## config.mk

```make
export PLATFORM = sky130hd
export DESIGN_NAME = conv_layer_sched_flat
export DESIGN_NICKNAME = d
export VERILOG_FILES = /design/src/rtl/conv_layer_sched_if.sv /design/src/rtl/conv_layer_sched.sv /design/src/flat_wrapper.sv
export SDC_FILE = /design/constraint.sdc
export NUM_CORES = 1
export LEC_CHECK = 0
export ABC_AREA = 1
export CAP_MARGIN = 15
export CORE_AREA = 8 8 69 101
export CTS_CLUSTER_SIZE = 28
export DETAILED_ROUTE_END_ITERATION = 12
export DIE_AREA = 0 0 77 109
export HOLD_SLACK_MARGIN = 0.1
export PLACE_DENSITY_LB_ADDON = 0.25
export SYNTH_ARGS = -nofsm -noshare
export SYNTH_HDL_FRONTEND = slang
export SYNTH_SLANG_ARGS = --single-unit
```

## constraint.sdc

```tcl
create_clock -name i_clk -period 2.6 [get_ports i_clk]
set_input_delay 0.52 -clock i_clk [delete_from_list [all_inputs] [get_ports i_clk]]
set_output_delay 0.52 -clock i_clk [all_outputs]
set_load 0.01 [all_outputs]
```

## src/rtl/conv_layer_sched_if.sv

```systemverilog
// Signal bundle between the layer scheduler and its host / layer engines.
// The scheduler takes the slave modport; the host/engine side takes master.
interface conv_layer_sched_if #(
    parameter int unsigned NUM_LAYERS = 3,
    parameter int unsigned W_AW       = 11,
    parameter int unsigned B_AW       = 7
);
    logic                  start;
    logic                  abort;
    logic [NUM_LAYERS-1:0] layer_valid;
    logic [NUM_LAYERS-1:0] layer_en;
    logic                  layer_clr;
    logic [2:0]            layer_idx;
    logic                  sram_sel;
    logic [W_AW-1:0]       weight_base;
    logic [B_AW-1:0]       bias_base;
    logic                  busy;
    logic                  done;
    logic                  err;

    modport master (
        output start, abort, layer_valid,
        input  layer_en, layer_clr, layer_idx, sram_sel, weight_base, bias_base,
        input  busy, done, err
    );

    modport slave (
        input  start, abort, layer_valid,
        output layer_en, layer_clr, layer_idx, sram_sel, weight_base, bias_base,
        output busy, done, err
    );
endinterface

```

## src/rtl/conv_layer_sched.sv

```systemverilog
// Sequences the convolution layer engines: clear, enable, wait for valid, drain,
// then swap the A/B SRAM ping-pong and advance the weight/bias base addresses.
module conv_layer_sched #(
    parameter int unsigned NUM_LAYERS = 3,
    parameter int unsigned W_AW       = 11,
    parameter int unsigned B_AW       = 7,
    parameter logic [NUM_LAYERS*W_AW-1:0] LAYER_W_WORDS = {11'd36, 11'd72, 11'd144},
    parameter logic [NUM_LAYERS*B_AW-1:0] LAYER_B_WORDS = {7'd4, 7'd8, 7'd16},
    parameter int unsigned DRAIN_CYC  = 4,
    parameter int unsigned WDOG_W     = 16
) (
    input  logic            i_clk,
    input  logic            i_rst,
    conv_layer_sched_if.slave bus
);
    localparam int unsigned DCW = (DRAIN_CYC > 1) ? $clog2(DRAIN_CYC) : 1;

    typedef enum logic [2:0] {StIdle, StClr, StRun, StDrain, StDone, StErr} state_t;

    state_t                r_state;
    logic [WDOG_W-1:0]     r_wdog;
    logic [DCW-1:0]        r_dcnt;
    logic [NUM_LAYERS-1:0] r_en;
    logic                  r_clr;
    logic [2:0]            r_idx;
    logic                  r_sel;
    logic [W_AW-1:0]       r_wbase;
    logic [B_AW-1:0]       r_bbase;
    logic                  r_busy;
    logic                  r_done;
    logic                  r_err;

    logic [NUM_LAYERS-1:0] w_onehot;
    logic                  w_hit;
    logic                  w_last;
    logic                  w_dlast;
    logic                  w_abort;
    logic                  w_wdog_exp;
    logic [W_AW-1:0]       w_wstep;
    logic [B_AW-1:0]       w_bstep;

    always_comb begin
        w_onehot   = NUM_LAYERS'(1) << r_idx;
        // Only the running layer's valid counts; the others are ignored.
        w_hit      = |(bus.layer_valid & w_onehot);
        w_last     = (r_idx == 3'(NUM_LAYERS - 1));
        w_dlast    = (r_dcnt == DCW'(DRAIN_CYC - 1));
        w_abort    = bus.abort && (r_state inside {StClr, StRun, StDrain, StDone});
        w_wdog_exp = (r_wdog == WDOG_W'(1));
        w_wstep    = LAYER_W_WORDS[r_idx*W_AW +: W_AW];
        w_bstep    = LAYER_B_WORDS[r_idx*B_AW +: B_AW];
    end

    always_ff @(posedge i_clk) begin
        if (i_rst) begin
            r_state <= StIdle;
            r_wdog  <= '0;
            r_dcnt  <= '0;
            r_en    <= '0;
            r_clr   <= 1'b0;
            r_idx   <= '0;
            r_sel   <= 1'b0;
            r_wbase <= '0;
            r_bbase <= '0;
            r_busy  <= 1'b0;
            r_done  <= 1'b0;
            r_err   <= 1'b0;
        end else begin
            r_clr  <= 1'b0;
            r_done <= 1'b0;
            // Abort outranks valid, watchdog expiry and drain completion.
            if (w_abort) begin
                r_state <= StErr;
                r_en    <= '0;
                r_err   <= 1'b1;
                r_busy  <= 1'b1;
            end else begin
                unique case (r_state)
                    StIdle, StErr: begin
                        if (bus.start) begin
                            r_state <= StClr;
                            r_clr   <= 1'b1;
                            r_busy  <= 1'b1;
                            r_err   <= 1'b0;
                            r_idx   <= '0;
                            r_sel   <= 1'b0;
                            r_wbase <= '0;
                            r_bbase <= '0;
                        end
                    end
                    StClr: begin
                        r_state <= StRun;
                        r_en    <= w_onehot;
                        r_wdog  <= '1;
                    end
                    StRun: begin
                        if (w_hit) begin
                            r_state <= StDrain;
                            r_en    <= '0;
                            r_dcnt  <= '0;
                        end else if (w_wdog_exp) begin
                            r_state <= StErr;
                            r_en    <= '0;
                            r_err   <= 1'b1;
                        end else begin
                            r_wdog <= r_wdog - 1'b1;
                        end
                    end
                    StDrain: begin
                        if (!w_dlast) begin
                            r_dcnt <= r_dcnt + 1'b1;
                        end else if (w_last) begin
                            r_state <= StDone;
                            r_done  <= 1'b1;
                        end else begin
                            r_state <= StClr;
                            r_clr   <= 1'b1;
                            r_idx   <= r_idx + 3'd1;
                            r_sel   <= ~r_sel;
                            r_wbase <= r_wbase + w_wstep;
                            r_bbase <= r_bbase + w_bstep;
                        end
                    end
                    StDone: begin
                        r_state <= StIdle;
                        r_busy  <= 1'b0;
                        r_idx   <= '0;
                        r_sel   <= 1'b0;
                        r_wbase <= '0;
                        r_bbase <= '0;
                    end
                    default: r_state <= StIdle;
                endcase
            end
        end
    end

    assign bus.layer_en    = r_en;
    assign bus.layer_clr   = r_clr;
    assign bus.layer_idx   = r_idx;
    assign bus.sram_sel    = r_sel;
    assign bus.weight_base = r_wbase;
    assign bus.bias_base   = r_bbase;
    assign bus.busy        = r_busy;
    assign bus.done        = r_done;
    assign bus.err         = r_err;
endmodule

```

## src/flat_wrapper.sv

```systemverilog
// flat-port wrapper written by rule: the top's interface ports become plain ports
module conv_layer_sched_flat 
#(
    parameter int unsigned NUM_LAYERS = 3,
    parameter int unsigned W_AW       = 11,
    parameter int unsigned B_AW       = 7,
    parameter logic [NUM_LAYERS*W_AW-1:0] LAYER_W_WORDS = {11'd36, 11'd72, 11'd144},
    parameter logic [NUM_LAYERS*B_AW-1:0] LAYER_B_WORDS = {7'd4, 7'd8, 7'd16},
    parameter int unsigned DRAIN_CYC  = 4,
    parameter int unsigned WDOG_W     = 16
)
  (i_clk, i_rst, bus_start, bus_abort, bus_layer_valid, bus_layer_en, bus_layer_clr, bus_layer_idx, bus_sram_sel, bus_weight_base, bus_bias_base, bus_busy, bus_done, bus_err);
  conv_layer_sched_if #(.NUM_LAYERS(NUM_LAYERS), .W_AW(W_AW), .B_AW(B_AW)) bus_i ();
  input  logic i_clk;
  input  logic i_rst;
  input wire logic [$bits(bus_i.start)-1:0] bus_start;
  input wire logic [$bits(bus_i.abort)-1:0] bus_abort;
  input wire logic [$bits(bus_i.layer_valid)-1:0] bus_layer_valid;
  output wire logic [$bits(bus_i.layer_en)-1:0] bus_layer_en;
  output wire logic [$bits(bus_i.layer_clr)-1:0] bus_layer_clr;
  output wire logic [$bits(bus_i.layer_idx)-1:0] bus_layer_idx;
  output wire logic [$bits(bus_i.sram_sel)-1:0] bus_sram_sel;
  output wire logic [$bits(bus_i.weight_base)-1:0] bus_weight_base;
  output wire logic [$bits(bus_i.bias_base)-1:0] bus_bias_base;
  output wire logic [$bits(bus_i.busy)-1:0] bus_busy;
  output wire logic [$bits(bus_i.done)-1:0] bus_done;
  output wire logic [$bits(bus_i.err)-1:0] bus_err;
  assign bus_i.start = bus_start;
  assign bus_i.abort = bus_abort;
  assign bus_i.layer_valid = bus_layer_valid;
  assign bus_layer_en = bus_i.layer_en;
  assign bus_layer_clr = bus_i.layer_clr;
  assign bus_layer_idx = bus_i.layer_idx;
  assign bus_sram_sel = bus_i.sram_sel;
  assign bus_weight_base = bus_i.weight_base;
  assign bus_bias_base = bus_i.bias_base;
  assign bus_busy = bus_i.busy;
  assign bus_done = bus_i.done;
  assign bus_err = bus_i.err;
  conv_layer_sched #(.NUM_LAYERS(NUM_LAYERS), .W_AW(W_AW), .B_AW(B_AW), .LAYER_W_WORDS(LAYER_W_WORDS), .LAYER_B_WORDS(LAYER_B_WORDS), .DRAIN_CYC(DRAIN_CYC), .WDOG_W(WDOG_W)) u_core (.i_clk(i_clk), .i_rst(i_rst), .bus(bus_i));
endmodule
```

==> out/metrics.yaml, run 1 <==
critical_path:
  worstPathCellList: "inv_1 -> ha_1 -> nand2_1 -> inv_1 -> or2_2 -> nand2_1 -> inv_1 -> ha_1 -> inv_1 -> nand2_1 -> nand2_1 -> nand2_1 -> nand3_2 -> or2_0 -> a21oi_2"
  max_stage_delay_ps: 430
  cp_data_required_time_ps: 2810
  cp_common_cell: "nand2_1"
  worstSetupStartpointType: "register"
  crit_buf_inv: 4
  worstSetupPathType: "reg -> reg"
  path_delay_family: "simple AND/OR/NAND/NOR gates"
  worstPathArrival_ps: 2480
  end_kind: "register"
  critical-path-slowest-cell: "dfxtp_1"
  crit_fanout: 5
pwr:
  p_int_uw: 2150
  swShare_pct: 46.4
  p_clk_share_pct: 17.0
  power_frac_comb_pct: 53.7
  ir_drop_v: 0.000520
  power.share.sequential_pct: 29.3
  power.density_mw_per_mm2: 1120
  p_leak_uw: 0.00156
  power.switching_uw: 1860
logic_synthesis:
  avgSynthCellArea_um2: 6.44
  ys_types: 39
  synth-seq-area-share_pct: 33.6
  ys_top_cells_by_count: "nand2_1 (125), nor2_1 (57), inv_1 (56), dfxtp_1 (50), nand3_1 (40)"
  synth_top_area_share_pct: 33.6
  synth_edf_count: 0
  synth_nets: 482
  synth_warnings: 0
  netlist_area_mm2: 0.00298
  async_reset_ff_share_pct: 0
  yosysTopAreaCell: "dfxtp_1"
  yosys_register_bits: 50
  yosysMostFrequentCell: "nand2_1"
  synthFlopType: "dfxtp_1"
  synthesis.instances: 462
  synth_area_leaders: "dfxtp_1 (34%), nand2_1 (16%), nor2_1 (7.2%)"
route:
  drcViolationCount: 0
  dr_total_vias: 3060
  drt-pass1-iter-count: 4
  detail_route.wl_per_cell_um: 13.8
  wirelength_um: 7990
  drtIter0Drc: 187
  postRouteAntennaNets: 0
  vias_per_cell: 5.30
sta:
  layout_setup_ws_ps: 326
  final.period_utilization_pct: 87.4
  relSlewSlack_pct: 67.0
  maxSlewViolCount: 0
  fmax_mhz: 440
  rsz0062_at_grt: "false"
  finClkSkew_ps: 6.18
  hold_violations: 0
  worst_slew_pin_slew_ps: 493
  hold_slack_ps: 431
  fin_crit_ps: 2270
  setup_tns_ps: 0
  setup_viol: 0
cts:
  clkTransAtPathRegs_ps: 90
  cts_root_buf: "clkbuf_8"
  post_cts_buffers: 0
  clockBufferDepth: 2
  cts_inserted_buffers: 5
  postCtsHoldBufs: 0
  clock_latency_ps: 310
  htreeDepth: 2
  clkSinkCount: 50
  cts_resized: 0
  cts_tree: "done"
floorplan:
  start_util_pct: 53.0
  fp.dieH_um: 109
  core_mm2: 0.00562
  top_level_ports: 36
  fp-row-count: 34
  chipWidth_um: 77
  dieArea_mm2: 0.00839
grt:
  antenna_found_initial: 0
  grt_pass1_vias: 2995
  track_usage_pct: 19.3
  grt.overflow.total: 0
  grt_max_degree: 17
  grt_pass1_wl_um: 13300
worst_hold_path:
  hp-class: "reg -> reg"
finish:
  final_nets: 524
  syn2layout_area_growth_pct: 20.2
  drive_above_1_share_pct: 7.72
  final_util_pct: 63.7
  diodes: 0
placed_design:
  port-buffer-count: 35
  preCtsSetupSlack_ps: 404
  place_congestion: 0.906
  hpwlAfterDp_um: 6310
run:
  cap_viol_max_count: 0
status:
  outcome: "completed"
## final cells by class
cell class              instances  area (um^2)
multi-input cells             342         1700
fillers                       572         2040
flip-flops and latches         50         1000
well taps                      72         90.1
repair buffers                 44          418
clock inverters                 2         60.1
inverters                      61          229
clock buffers                   6         82.6
## worst min-delay path: stages, from the launching register on
cell and delay, ps:
dfxtp_1 320, inv_1 50, nor2_1 30
## flip-flops by register name, indices dropped and copies added (netlist names)
name / flops
u_core.bus.layer_clr: 1
u_core.bus.layer_en: 3
u_core.bus.sram_sel: 1
u_core.r_state: 3
u_core.bus.err: 1
u_core.bus.bias_base: 7
u_core.bus.busy: 1
u_core.bus.weight_base: 11
u_core.r_dcnt: 2
u_core.r_wdog: 16
u_core.bus.layer_idx: 3
u_core.bus.done: 1
## cells in the final DEF (no fill, tap or decap), types with 2 or more instances in the layout
cell type,instances
nand2_1,125
nor2_1,57
inv_1,56
dfxtp_1,50
nand3_1,40
a21oi_1,38
clkdlybuf4s50_1,35
o21ai_0,19
ha_1,13
buf_4,9
or2_2,6
nand4_1,6
clkbuf_8,6
inv_2,4
nand2_2,3
nor2_2,3
xor2_1,3
nand3b_1,3
nor3_1,3
o31ai_1,3
nand3_2,2
o21bai_1,2
o21a_1,2
bufinv_16,2
## cells by family after synthesis
logic type	count (synthesis)	share of synthesized area, %
AOI/OAI and AO/OA	73	14.0
buffers and inverters	70	9.33
and+or+nand+nor	252	36.4
xor gates and xnor gates	4	1.18
adders and majority gates	13	5.46
DFF	50	33.6
## stage by stage
stage | cell area, um^2 | total power [uW] | std cells
global placement | 3440 | 3280 | 569
floorplan | 2980 | 2750 | 462
finish | 3580 | 4010 | 577
CTS | 3580 | 4010 | 577
detailed placement | 3440 | 3320 | 569
global route | 3580 | 4370 | 577
## layer usage
metal / GRT usage (%) / wire, um / vias to the layer above
met5: 0 / 0 / -
met4: 9.89 / 298 / 0
met3: 3.38 / 207 / 21
met2: 37.7 / 4250 / 65
met1: 18.9 / 3230 / 1412
li1: - / - / 1562
## worst paths after layout
check / from / endpoint / slack [ps] / cells past startpoint
hold reg to reg: u_core.bus.weight_base[0] / u_core.bus.weight_base[0] / 430 / 2
setup / recovery: u_core.bus.layer_idx[1] / u_core.bus.bias_base[6] / 330 / 15
setup reg to reg: u_core.bus.layer_idx[1] / u_core.bus.bias_base[6] / 330 / 15
hold / removal: u_core.bus.weight_base[0] / u_core.bus.weight_base[0] / 430 / 2
## power groups by stage
| stage | combinational (uW) | sequential [uW] | clock [uW] |
|---|---|---|---|
| floorplan | 1590 | 1160 | 0 |
| global placement | 2100 | 1180 | 0 |
| detailed placement | 2130 | 1190 | 0 |
| CTS | 2140 | 1170 | 692 |
| global route | 2460 | 1200 | 717 |
| finish | 2150 | 1170 | 683 |
No activity file was read; power rests on OpenSTA's default activity.
==> run 2, diff against run 1 <==
--- a/config.mk
+++ b/config.mk
@@ -12,7 +12,9 @@
 export DETAILED_ROUTE_END_ITERATION = 12
 export DIE_AREA = 0 0 77 109
 export HOLD_SLACK_MARGIN = 0.1
+export MAX_ROUTING_LAYER = met4
 export PLACE_DENSITY_LB_ADDON = 0.25
+export REMOVE_ABC_BUFFERS = 1
 export SYNTH_ARGS = -nofsm -noshare
 export SYNTH_HDL_FRONTEND = slang
 export SYNTH_SLANG_ARGS = --single-unit
==> run 2 against run 1 <==
Effect of this change: setup slack gained 47 ps; power decreased by 6.8%; sequential share of layout area is 0.59 points higher; global-route usage hardly changed; fmax rose by 2.1%; clock-buffer cell count rose by 1; flip-flop and latch count stayed put; cell area decreased by 2.1%; register-to-register slack improved by 50 ps; critical path type unchanged; critical endpoint is now u_core.bus.bias_base[4]; largest power group unchanged.
==> out/metrics.yaml, run 2 (synthesis gave the netlist of run 1 again) <==
cts:
  postCtsHoldBufs: 0  # unchanged
  cts_tree: "done"
  cts_resized: 0  # unchanged
  cts_inserted_buffers: 5  # unchanged
  post_cts_buffers: 0  # unchanged
  cts_root_buf: "clkbuf_8"
  clkTransAtPathRegs_ps: 90  # about the same
  clkSinkCount: 50  # unchanged
  htreeDepth: 2  # unchanged
  clockBufferDepth: 2  # unchanged
  clock_latency_ps: 300  # about the same
critical_path:
  end_kind: "register"
  reg2reg_depth: 13  # -2
  max_stage_delay_ps: 400  # -30 ps
  cp_data_required_time_ps: 2780  # -30 ps
  cp.depth: 13  # -2
  crit_fanout: 5  # unchanged
  worstPathCellList: "inv_1 -> ha_1 -> nand2_1 -> inv_1 -> or2_2 -> nand2_1 -> inv_1 -> ha_1 -> inv_1 -> nand2_1 -> or2_2 -> nand3_1 -> a21oi_1"
  critical-path-slowest-cell: "dfxtp_1"
  crit_buf_inv: 4  # unchanged
  worstSetupPathType: "reg -> reg"
  worstPathArrival_ps: 2410  # -70 ps
  path_delay_family: "simple AND/OR/NAND/NOR gates"
  worstSetupStartpointType: "register"
  cp_common_cell: "inv_1"
route:
  drcViolationCount: 0  # unchanged
  drtIter0Drc: 163  # -13%
  wirelength_um: 7650  # -4.2%
  vias_per_cell: 5.24  # -1.2%
  drt-pass1-iter-count: 4  # unchanged
  postRouteAntennaNets: 0  # unchanged
  dr_total_vias: 3008  # -1.7%
  detail_route.wl_per_cell_um: 13.3  # -3.7%
floorplan:
  core_mm2: 0.00562  # unchanged
  top_level_ports: 36  # unchanged
  chipWidth_um: 77  # unchanged
  start_util_pct: 53.0  # unchanged
  fp-row-count: 34  # unchanged
  fp.dieH_um: 109  # unchanged
  dieArea_mm2: 0.00839  # unchanged
pwr:
  power_frac_comb_pct: 56.1  # +2.4 points
  p_clk_share_pct: 12.6  # -4.4 points
  power.switching_uw: 1800  # -3.1%
  power.share.sequential_pct: 31.3  # +2.0 points
  p_leak_uw: 0.00152  # -2.4%
  p_int_uw: 1930  # -10%
  ir_drop_v: 0.000435  # -16%
  swShare_pct: 48.2  # +1.8 points
  power.density_mw_per_mm2: 1070  # -4.8%
sta:
  relSlewSlack_pct: 68.7  # +1.7 points
  finClkSkew_ps: 8.93  # +2.75 ps
  fin_crit_ps: 2230  # -47.5 ps
  maxSlewViolCount: 0  # unchanged
  worst_slew_pin_slew_ps: 468  # -25.2 ps
  fmax_mhz: 449  # +2.1%
  hold_violations: 0  # unchanged
  setup_viol: 0  # unchanged
  rsz0062_at_grt: "false"
  setup_tns_ps: 0  # unchanged
  final.period_utilization_pct: 85.6  # -1.8 points
grt:
  antenna_found_initial: 0  # unchanged
  grt_max_degree: 25  # +8
  grt_pass1_vias: 3024  # +0.97%
  grt_pass1_wl_um: 13100  # -1.7%
  track_usage_pct: 19.2  # -0.025 points
  grt.overflow.total: 0  # unchanged
finish:
  largest_register: "u_core.r_wdog"
  final_cell_mix: "nand2_1 (125), nor2_1 (57), inv_1 (56)"
  syn2layout_area_growth_pct: 17.7
  final_util_pct: 62.4  # -1.3 points
  diodes: 0  # unchanged
  final_common_cell: "nand2_1"
  largest_register_ffs: 16  # unchanged
  final_nets: 521  # -0.57%
  drive_above_1_share_pct: 6.97  # -0.75 points
placed_design:
  port-buffer-count: 35  # unchanged
  place_congestion: 0.941  # +4.0%
  hpwlAfterDp_um: 5900  # -6.5%
worst_hold_path:
  hp-class: "reg -> reg"
  worstHoldPathCells: 2  # unchanged
status:
  outcome: "completed"
run:
  cap_viol_max_count: 0  # unchanged
run 2: cell types whose count changed in the layout (fill, tap and decap cells not counted), sizes merged:
| cell | previous run | this run |
|---|---|---|
| bufinv | 2 | 0 |
| clkinv | 1 | 2 |
| buf | 9 | 6 |
| clkbuf | 6 | 7 |
run 2: per-stage QoR:
stage,hold slack [ps],setup WS (ps),instances,total power (uW),area [um^2]
3_5_place_dp,417,402,566,3280,3410
2_1_floorplan,439,527,453,2670,2930
5_1_grt,452,191,574,4120,3500
6_report,428,374,574,3740,3500
4_1_cts,431,368,574,3760,3500
3_3_place_gp,414,483,566,3240,3410
run 2: path summary, 6_finish.rpt:
check                                               end                     from  slack [ps]
worst max-delay path            u_core.bus.bias_base[4]  u_core.bus.layer_idx[1]         370
worst min-delay path            u_core.bus.bias_base[0]  u_core.bus.bias_base[0]         430
worst max register to register  u_core.bus.bias_base[4]  u_core.bus.layer_idx[1]         370
worst min register to register  u_core.bus.bias_base[0]  u_core.bus.bias_base[0]         430
run 2: routing by layer:
metal	up-vias	global-route usage (%)	part of all wire [%]
met5	-	-	0
li1	1563	-	-
met4	0	9.08	3.3
met1	1349	18.1	39
met3	22	2.89	3.9
met2	74	37.3	54
run 2: cell type report:
class | instances | area (um^2)
clock buffer | 7 | 86.3
inverter | 61 | 229
fill | 573 | 2110
tap | 72 | 90.1
timing repair buffer | 41 | 395
clock inverter | 1 | 5.00
sequential | 50 | 1000
multi-input combinational | 342 | 1700
run 2: worst min-delay path: stages, from the launching register on:
cell and delay (ps):
dfxtp_1 320, inv_1 40, nor2_1 30
run 2: power groups by stage:
stage                     Sequential (uW)  Clock (uW)  Combinational [uW]
after floorplan                      1160           0                1510
after global placement               1180           0                2060
after detailed placement             1190           0                2100
after CTS                            1170         485                2110
after global routing                 1210         507                2410
final                                1170         470                2100
